### config.mk
export PLATFORM = sky130hd
export DESIGN_NAME = count_sequencer_flat
export DESIGN_NICKNAME = d
export VERILOG_FILES = /design/src/rtl/count_sequencer_if.sv /design/src/rtl/count_sequencer.sv /design/src/flat_wrapper.sv
export SDC_FILE = /design/constraint.sdc
export NUM_CORES = 1
export LEC_CHECK = 0
export ABC_AREA = 1
export CORE_MARGIN = 3
export CORE_UTILIZATION = 53
export CTS_CLUSTER_SIZE = 24
export DETAILED_ROUTE_END_ITERATION = 10
export GPL_ROUTABILITY_DRIVEN = 0
export PLACE_DENSITY = 0.94
export SYNTH_ARGS = -nofsm -noshare
export SYNTH_HDL_FRONTEND = slang
export SYNTH_SLANG_ARGS = --single-unit
export TNS_END_PERCENT = 5
### constraint.sdc
create_clock -name clk -period 3.8 [get_ports clk]
set_input_delay 0.76 -clock clk [delete_from_list [all_inputs] [get_ports clk]]
set_output_delay 0.76 -clock clk [all_outputs]
set_load 0.02 [all_outputs]
### src/rtl/count_sequencer_if.sv
// count_sequencer_if: control/status bundle for count_sequencer.
// The master drives the controls and the count parameters; the slave reports the count and its flags.
interface count_sequencer_if #(parameter int WIDTH = 4);
    logic             start;
    logic             stop;
    logic             pause;
    logic             dir;
    logic             mode;
    logic [WIDTH-1:0] load_val;
    logic [WIDTH-1:0] limit;
    logic [WIDTH-1:0] q;
    logic             busy;
    logic             done;
    logic             wrap;
    modport master (
        output start, stop, pause, dir, mode, load_val, limit,
        input  q, busy, done, wrap
    );
    modport slave (
        input  start, stop, pause, dir, mode, load_val, limit,
        output q, busy, done, wrap
    );
endinterface

### src/rtl/count_sequencer.sv
// count_sequencer: up/down counter sequenced by start/stop/pause, one-shot or auto-reload.
// rst is asynchronous and active-low; every output is registered.
module count_sequencer #(
    parameter int WIDTH = 4
) (
    input  logic             clk,
    input  logic             rst,
    count_sequencer_if.slave bus
);
    typedef enum logic [1:0] {IDLE, RUN, HOLD, DONE} state_t;
    state_t           state;
    logic             dir_r;
    logic             mode_r;
    logic [WIDTH-1:0] lim_r;
    always_ff @(posedge clk or negedge rst) begin
        if (!rst) begin
            state    <= IDLE;
            bus.q    <= '0;
            bus.busy <= 1'b0;
            bus.done <= 1'b0;
            bus.wrap <= 1'b0;
            dir_r    <= 1'b0;
            mode_r   <= 1'b0;
            lim_r    <= '0;
        end else begin
            bus.done <= 1'b0;
            bus.wrap <= 1'b0;
            // stop outranks everything and leaves q frozen where it was
            if (bus.stop) begin
                state    <= IDLE;
                bus.busy <= 1'b0;
            end else if (bus.start && (state == IDLE || state == DONE)) begin
                state    <= RUN;
                bus.busy <= 1'b1;
                bus.q    <= bus.load_val;
                dir_r    <= bus.dir;
                mode_r   <= bus.mode;
                lim_r    <= bus.limit;
            end else begin
                case (state)
                    IDLE: state <= IDLE;
                    DONE: state <= IDLE;
                    HOLD: state <= bus.pause ? HOLD : RUN;
                    RUN: begin
                        if (bus.pause) begin
                            state <= HOLD;
                        end else if (bus.q == lim_r && mode_r) begin
                            bus.q    <= bus.load_val;
                            bus.wrap <= 1'b1;
                        end else if (bus.q == lim_r) begin
                            state    <= DONE;
                            bus.busy <= 1'b0;
                            bus.done <= 1'b1;
                        end else begin
                            bus.q <= bus.q + (dir_r ? {WIDTH{1'b1}} : WIDTH'(1));
                        end
                    end
                endcase
            end
        end
    end
endmodule

### src/flat_wrapper.sv
// flat-port wrapper written by rule: the top's interface ports become plain ports
module count_sequencer_flat 
#(
    parameter int WIDTH = 4
)
  (clk, rst, bus_start, bus_stop, bus_pause, bus_dir, bus_mode, bus_load_val, bus_limit, bus_q, bus_busy, bus_done, bus_wrap);
  count_sequencer_if #(.WIDTH(WIDTH)) bus_i ();
  input  logic clk;
  input  logic rst;
  input wire logic [$bits(bus_i.start)-1:0] bus_start;
  input wire logic [$bits(bus_i.stop)-1:0] bus_stop;
  input wire logic [$bits(bus_i.pause)-1:0] bus_pause;
  input wire logic [$bits(bus_i.dir)-1:0] bus_dir;
  input wire logic [$bits(bus_i.mode)-1:0] bus_mode;
  input wire logic [$bits(bus_i.load_val)-1:0] bus_load_val;
  input wire logic [$bits(bus_i.limit)-1:0] bus_limit;
  output wire logic [$bits(bus_i.q)-1:0] bus_q;
  output wire logic [$bits(bus_i.busy)-1:0] bus_busy;
  output wire logic [$bits(bus_i.done)-1:0] bus_done;
  output wire logic [$bits(bus_i.wrap)-1:0] bus_wrap;
  assign bus_i.start = bus_start;
  assign bus_i.stop = bus_stop;
  assign bus_i.pause = bus_pause;
  assign bus_i.dir = bus_dir;
  assign bus_i.mode = bus_mode;
  assign bus_i.load_val = bus_load_val;
  assign bus_i.limit = bus_limit;
  assign bus_q = bus_i.q;
  assign bus_busy = bus_i.busy;
  assign bus_done = bus_i.done;
  assign bus_wrap = bus_i.wrap;
  count_sequencer #(.WIDTH(WIDTH)) u_core (.clk(clk), .rst(rst), .bus(bus_i));
endmodule
### Word level (Yosys, flattened, before mapping)

Index checks and enable logic that the tools add are counted.

* $lt $le $gt $ge: 0
* muxes and demuxes: 30
* equal/unequal tests: 10
* bitwise gates (word level): 1
* reduce and logical (&&, ||, !) cells: 12
* multiply operators: 0
* add/sub/neg operators: 1
* div/mod/pow operators: 0
* shift operators: 0

Operators by type and width (count)
* 4-bit 2-to-1 mux: 6
* 1-bit 2-to-1 mux: 17
* 2-bit 2-to-1 mux: 6
* 4-bit AND reduction: 2
* 3-bit by 2-bit inequality test with 1-bit output (second input constant): 2
* 2-bit one-hot mux with 3 select lines: 1
* 3-bit nonzero test: 2
* 5-bit by 3-bit inequality test with 1-bit output (second input constant): 1
* 5-bit by 4-bit inequality test with 1-bit output (second input constant): 1
* 4-bit adder: 1
* 2-bit == test (second input constant): 2
* 4-bit == test: 1
* 2-bit AND reduction: 2
* 3-bit by 1-bit inequality test with 1-bit output (second input constant): 1
* 2-bit by 1-bit == test with 1-bit output (second input constant): 1
* 1-bit logical AND: 2
* 2-bit logical NOT: 1
* 2-bit by 1-bit inequality test with 1-bit output (second input constant): 1
* 2-bit nonzero test: 1
* 2-bit OR reduction: 1
* 1-bit logical OR: 1
* 1-bit inverter: 1

* ROM bits: 0
* logic and storage cells: 62
* output and inout bits: 7
* bits in writable memories: 0
* register bits: 15
* input port bits: 15
* memories kept: 0
* latch bits: 0

### Logic depth before layout (Yosys ltp)

Gate-level depths: netlist of run 1.

* depth in word-level cells: 7
* gate-level depth with buffers: 10
* gate-level depth less buffers: 10

### Worst setup path before layout of run 1

OpenSTA, ideal clock, no wires.

* path kind: flip-flop to flip-flop
* start point: reg u_core.bus.q[0]
* end point: reg u_core.bus.q[2]
* setup slack: 2.315 ns
* cell stages (with the launch flop): 7
* path buffers: 0
* arrival time: 1.368 ns
* required time: 3.683 ns
* period minus slack after synthesis: 1.485 ns
* setup time: 0.117 ns
* cell sequence: dfrtp_1 inv_2 fa_1 xor2_1 nand3_1 nand3_1 nand2_1

* cells in the longest elaborated chain, start to end: 6
* elaborated cells on any way between the ends: 10
* those cells by class: add/sub: 1; eq/ne: 2; mux: 5; reduce/logical: 2

RTL lines
* start, declared: line count_sequencer_if.sv:21 `output q, busy, done, wrap`
* start signal, assigned: line count_sequencer.sv:35 `bus.q <= bus.load_val;`
* start signal, assigned: line count_sequencer.sv:48 `bus.q <= bus.load_val;`
* start signal, assigned: line count_sequencer.sv:55 `bus.q <= bus.q + (dir_r ? {WIDTH{1'b1}} : WIDTH'(1));`
* 4-bit adder / 4-bit == test (equally long branches): line count_sequencer.sv:55, count_sequencer.sv:47, count_sequencer.sv:50
* 4-bit 2-to-1 mux / 1-bit logical AND (equally long branches): line count_sequencer.sv:50, count_sequencer.sv:47
* 4-bit 2-to-1 mux: line count_sequencer.sv:47 `end else if (bus.q == lim_r && mode_r) begin`
* 4-bit 2-to-1 mux: line count_sequencer.sv:45 `if (bus.pause) begin`
* 4-bit 2-to-1 mux: line count_sequencer.sv:40 `case (state)`
* 4-bit 2-to-1 mux: line count_sequencer.sv:32 `end else if (bus.start && (state == IDLE || state == DONE)) begin`

Several ways; a longest one is shown, not always the timed one. The select of a mux whose other input is x is not followed.
A chain may end at the register's enable or synchronous reset.

### Final worst setup path of run 1

* start point: reg u_core.bus.q[3]
* end point: out bus_q[3]

RTL lines
* end, declared: line flat_wrapper.sv:17 `output wire logic [$bits(bus_i.q)-1:0] bus_q;`

No word-level cell between the ends.

==> results of run 1 <==
==> cell usage in the layout (no fill, tap or decap), types with 3 or more instances in the layout <==
master	n
o21ai_0	3
nand2_2	5
inv_2	3
nor2_1	12
nand3_1	14
nand2_1	23
nand2_4	3
clkbuf_4	3
inv_1	15
a21oi_1	6
clkdlybuf4s50_1	21
dfrtp_1	15
ha_1	4
==> area by class of cell <==
class	instances	area, um2
Clock buffer	4	26.3
Fill cell	114	378
Inverter	18	67.6
Multi-Input combinational cell	84	524
Sequential cell	15	375
Tap cell	24	30.0
Timing Repair Buffer	21	210
==> metrics by stage <==
step | utilization, % | power, W
global placement | 74.9 | 0.000573
finish | 76.6 | 0.000682
detailed placement | 74.9 | 0.000593
CTS | 76.6 | 0.000686
global route | 76.6 | 0.000731
floorplan | - | 0.000486
==> worst register-to-register path: stages, from the launching register on <==
cell and delay [ns]:
dfrtp_1 0.37, inv_1 0.06, ha_1 0.35, nand3_2 0.34, mux2_2 0.39
==> sequential cells by signal (all words and copies together), names as in the netlist <==
| signal | cells |
|---|---|
| u_core.bus.done | 1 |
| u_core.lim_r | 4 |
| u_core.dir_r | 1 |
| u_core.bus.wrap | 1 |
| u_core.bus.q | 4 |
| u_core.bus.busy | 1 |
| u_core.state | 2 |
| u_core.mode_r | 1 |
==> routing by layer <==
layer	track usage (%)	wire (um)	vias up
li1	-	-	423
met1	18.4	798	394
met2	34.6	1050	27
met3	3.98	99	6
met4	9.00	34	0
met5	0	0	-
==> path summary, 6_finish.rpt <==
kind,startpoint,endpoint,slack (ns)
worst max-delay path,u_core.bus.q[3],bus_q[3],1.62
worst min-delay path,u_core.lim_r[2],u_core.lim_r[2],0.54
worst max register to register,u_core.state[0],u_core.mode_r,2.18
worst min register to register,u_core.lim_r[2],u_core.lim_r[2],0.54
max in group asynchronous,rst,u_core.lim_r[0],2.51
min in group asynchronous,rst,u_core.lim_r[2],0.86
==> kinds of logic (layout without fill, tap and decap cells) <==
group	count (synthesis)	count (layout)	share of synthesized area [%]
and+or+nand+nor	64	64	37.0
buffers and inverters	19	43	8.06
DFF	15	15	38.4
AOI/OAI and AO/OA	11	11	5.63
adders and majority gates	5	5	7.16
xor gates and xnor gates	3	3	2.69
muxes	1	1	1.15
==> power by group through the flow <==
stage | clock [W] | combinational (W) | sequential (W)
after detailed placement | 0 | 0.000350 | 0.000242
after global placement | 0 | 0.000333 | 0.000240
after CTS | 0.0000947 | 0.000351 | 0.000240
after floorplan | 0 | 0.000228 | 0.000258
after global routing | 0.0000991 | 0.000386 | 0.000246
final | 0.0000928 | 0.000349 | 0.000240
==> flow_summary.ini, run 1 <==
[synth]
synth_top_area_cell = dfrtp_1
synth_cell_types = 23
synthCells = 118
synth_ff_type = dfrtp_1
synth_enable_flop_cells = 0
postSynthAreaPerCell_um2 = 8.29
ys_top_cells_by_area = dfrtp_1 38%, nand2_1 8.8%, nand3_1 7.2%
syn_nets = 138
syn_area_um2 = 978
yosysMostFrequentCell = nand2_1
yosys-top-cells-count = 23 x nand2_1, 15 x dfrtp_1, 15 x inv_1
postSynth.asyncResetShare_pct = 100
synth_top_area_share_pct = 38.4
ys_warn_count = 0
ys_seq_area_share_pct = 38.4
ys_ff_latch = 15

[timing]
min_period_ns = 2.18
max_freq_mhz = 458
min_period_over_period_pct = 57.4
clock_skew_ns = 0.00898
slew_headroom_pct = 56.3
tightest_slew_ns = 0.653
fin_ws_ns = 1.62
hold_viol_final = 0
final.setup.tns_ns = 0
drv_slew = 0
rsz0062_at_grt = no
setup_viol = 0
hold_slack_ns = 0.544

[placement]
post-place-ws_ns = 1.67
place_area_um2 = 1210
dp_hpwl_mm = 1.59
dp_cells = 162
port_buffers = 21

[flow_run]
drv_cap = 0

[critical_path]
path_cells = clkdlybuf4s50_1
cp_slowest_cell = clkdlybuf4s50_1
crit_fanout = 6
critPathKind = flop to primary output
crit_buf_inv = 1
crit_path_max_incr_delay_ns = 0.65
critPathArrivalTime_ns = 1.42
rr_worst_depth = 4
crit_family = buffers and inverters
cp-start-kind = flop
endpoint_kind = primary output
required_ns = 3.04
critical_path_depth = 1

[routing]
post_drt_via_cell_ratio = 5.12
ant_nets = 0
drt-initial-drc-count = 18
totalWireLength_mm = 1.99
wire_per_inst_um = 12.0
num_vias = 850
drc = 0
first_pass_iters = 4

[global_routing]
track_usage_pct = 18.2
grt_max_degree = 19
antenna_found_initial = 0
grt_pass1_wl_mm = 3.42
grt_overflow = 0
grt_pass1_vias = 858

[die]
coreArea_um2 = 1610
ioPinCount = 22
dieArea_um2 = 2400
initial_utilization_pct = 60.7
die_w_um = 49.0
num_rows = 14
die_h_um = 49.0

[clocking]
cts_root_buf = clkbuf_4
cts_made_buffers = 3
cts_buffer_depth = 2
hold_buffers = 0
clock_latency_ns = 0.29
h-tree-depth = 1
cts.sinks = 15
cts_resized = 0
cts_tree = built
postCtsSetupBuffers = 0
clk_pin_slew_ns = 0.09

[worst_hold_path]
hold_path_class = flop to flop
worstHoldPathCells = 2

[layout]
finalInstanceArea_um2 = 1230
syn_to_final_growth_pct = 26.1
diodes = 0
num-nets-final = 163
instances_no_fill = 166
layout-drive-gt1-share_pct = 15.5

[pwr]
intPower_w = 0.000388
p_sw_w = 0.000294
ir_drop_uv = 314
comb_power_share_pct = 51.2
seqPwrFrac_pct = 35.1
power_density_nw_per_um2 = 553
power_leakage_nw = 0.610
switching_share_pct = 43.1
p_clk_share_pct = 13.6

[status]
status = complete, no violations
Note: power is estimated with default switching activity, not from simulation.
==> inputs of run 2 (changes only) <==
CORE_UTILIZATION = 44   (was 53)
PLACE_DENSITY = 0.84   (was 0.94)
clock period = 1.9 ns   (was 3.8 ns; I/O delays follow)
==> run 2 against run 1 <==
Critical path depth stayed put. First-iteration DRC count fell by 61%. Flip-flop and latch count unchanged. Worst hold slack lost 0.15 ns. Largest power group unchanged.
==> flow_summary.ini, run 2 (synthesized netlist as in run 1, its figures left out) <==
[status]
status = complete, no violations

[global_routing]
grt_overflow = 0
antenna_found_initial = 0
grt_pass1_wl_mm = 3.20
grt_pass1_vias = 781
grt_max_degree = 16
track_usage_pct = 16.0

[critical_path]
critical_path_depth = 1
rr_worst_depth = 7
path_cells = clkdlybuf4s50_1
required_ns = 1.52
endpoint_kind = primary output
cp_slowest_cell = clkdlybuf4s50_1
crit_buf_inv = 1
critPathArrivalTime_ns = 1.42
cp-start-kind = flop
crit_fanout = 6
crit_family = buffers and inverters
critPathKind = flop to primary output
crit_path_max_incr_delay_ns = 0.65

[placement]
port_buffers = 21
place_area_um2 = 1230
dp_hpwl_mm = 1.58
post-place-ws_ns = 0.216

[routing]
ant_nets = 0
wire_per_inst_um = 11.4
totalWireLength_mm = 1.96
drt-initial-drc-count = 7
post_drt_via_cell_ratio = 4.89
drc = 0
num_vias = 837
first_pass_iters = 4

[layout]
layout_common_cells = 23 x nand2_1, 21 x clkdlybuf4s50_1, 15 x inv_1, 15 x dfrtp_1, 14 x nand3_1
top_regs = u_core.bus.q x4, u_core.lim_r x4, u_core.state x2
finalInstanceArea_um2 = 1250
num-fill-cells = 198
diodes = 0
multi_input_area_um2 = 524
final_common_cell = nand2_1
layout-drive-gt1-share_pct = 16.7
num-nets-final = 165
regArea_um2 = 375
post-route-util_pct = 61.3
syn_to_final_growth_pct = 28.0

[pwr]
ir_drop_uv = 552
power_density_nw_per_um2 = 1090
power_leakage_nw = 0.619

[clocking]
h-tree-depth = 1
cts_root_buf = clkbuf_4
clk_pin_slew_ns = 0.09
clock_latency_ns = 0.28
cts_tree = built
cts_made_buffers = 3
cts_buffer_depth = 2
hold_buffers = 0
cts.sinks = 15
postCtsSetupBuffers = 0
cts_resized = 0

[die]
die_w_um = 53.2
ioPinCount = 22
num_rows = 16
initial_utilization_pct = 47.9
dieArea_um2 = 2830
die_h_um = 53.2
coreArea_um2 = 2040

[timing]
rsz0062_at_grt = no
slew_headroom_pct = 82.1
final.setup.tns_ns = 0
hold_viol_final = 0
fin_ws_ns = 0.102
tightest_slew_ns = 0.268
min_period_ns = 1.80
max_freq_mhz = 556
drv_slew = 0
min_period_over_period_pct = 94.7
setup_viol = 0
hold_slack_ns = 0.395
clock_skew_ns = 0.00753

[worst_hold_path]
hold_path_class = input pin to async pin

[flow_run]
drv_cap = 0
-- run 2: changes by cell type in the layout (fill, tap and decap cells not counted), sizes merged --
cell / before / now
buf: 0 / 2
-- run 2: area by class of cell --
cell class / count / area share [%]
clock buffers: 4 / 2.10
inverters: 18 / 5.39
multi-input cells: 84 / 41.9
flip-flops and latches: 15 / 30.0
well taps: 27 / 2.70
repair buffers: 23 / 18.0
-- run 2: layer usage --
layer  global-route usage [%]  share of wire [%]
met1                     18.1                 42
met3                     2.82                4.1
met5                        0                  0
met2                     28.5                 52
met4                     7.66                2.0
-- run 2: worst paths after layout --
| kind | startpoint | to | slack [ns] |
|---|---|---|---|
| min in group clk | u_core.lim_r[2] | u_core.lim_r[2] | 0.54 |
| worst min register to register | u_core.lim_r[2] | u_core.lim_r[2] | 0.54 |
| worst min-delay path | rst | u_core.bus.q[0] | 0.40 |
| worst max register to register | u_core.bus.q[2] | u_core.bus.q[3] | 0.38 |
| max in group asynchronous | rst | u_core.bus.busy | 1.32 |
| worst max-delay path | u_core.bus.q[3] | bus_q[3] | 0.10 |
-- run 2: power by group --
group / internal, W / total [W] / switching [W]
sequential: 0.000385 / 0.000476 / 0.0000911
combinational: 0.000311 / 0.000702 / 0.000392
clock: 0.0000814 / 0.000183 / 0.000102
-- run 2: metrics by stage --
stage	instances	total power, W
after floorplan	118	0.000972
after global placement	167	0.00116
after detailed placement	167	0.00118
after CTS	171	0.00137
after global routing	171	0.00146
final	171	0.00136
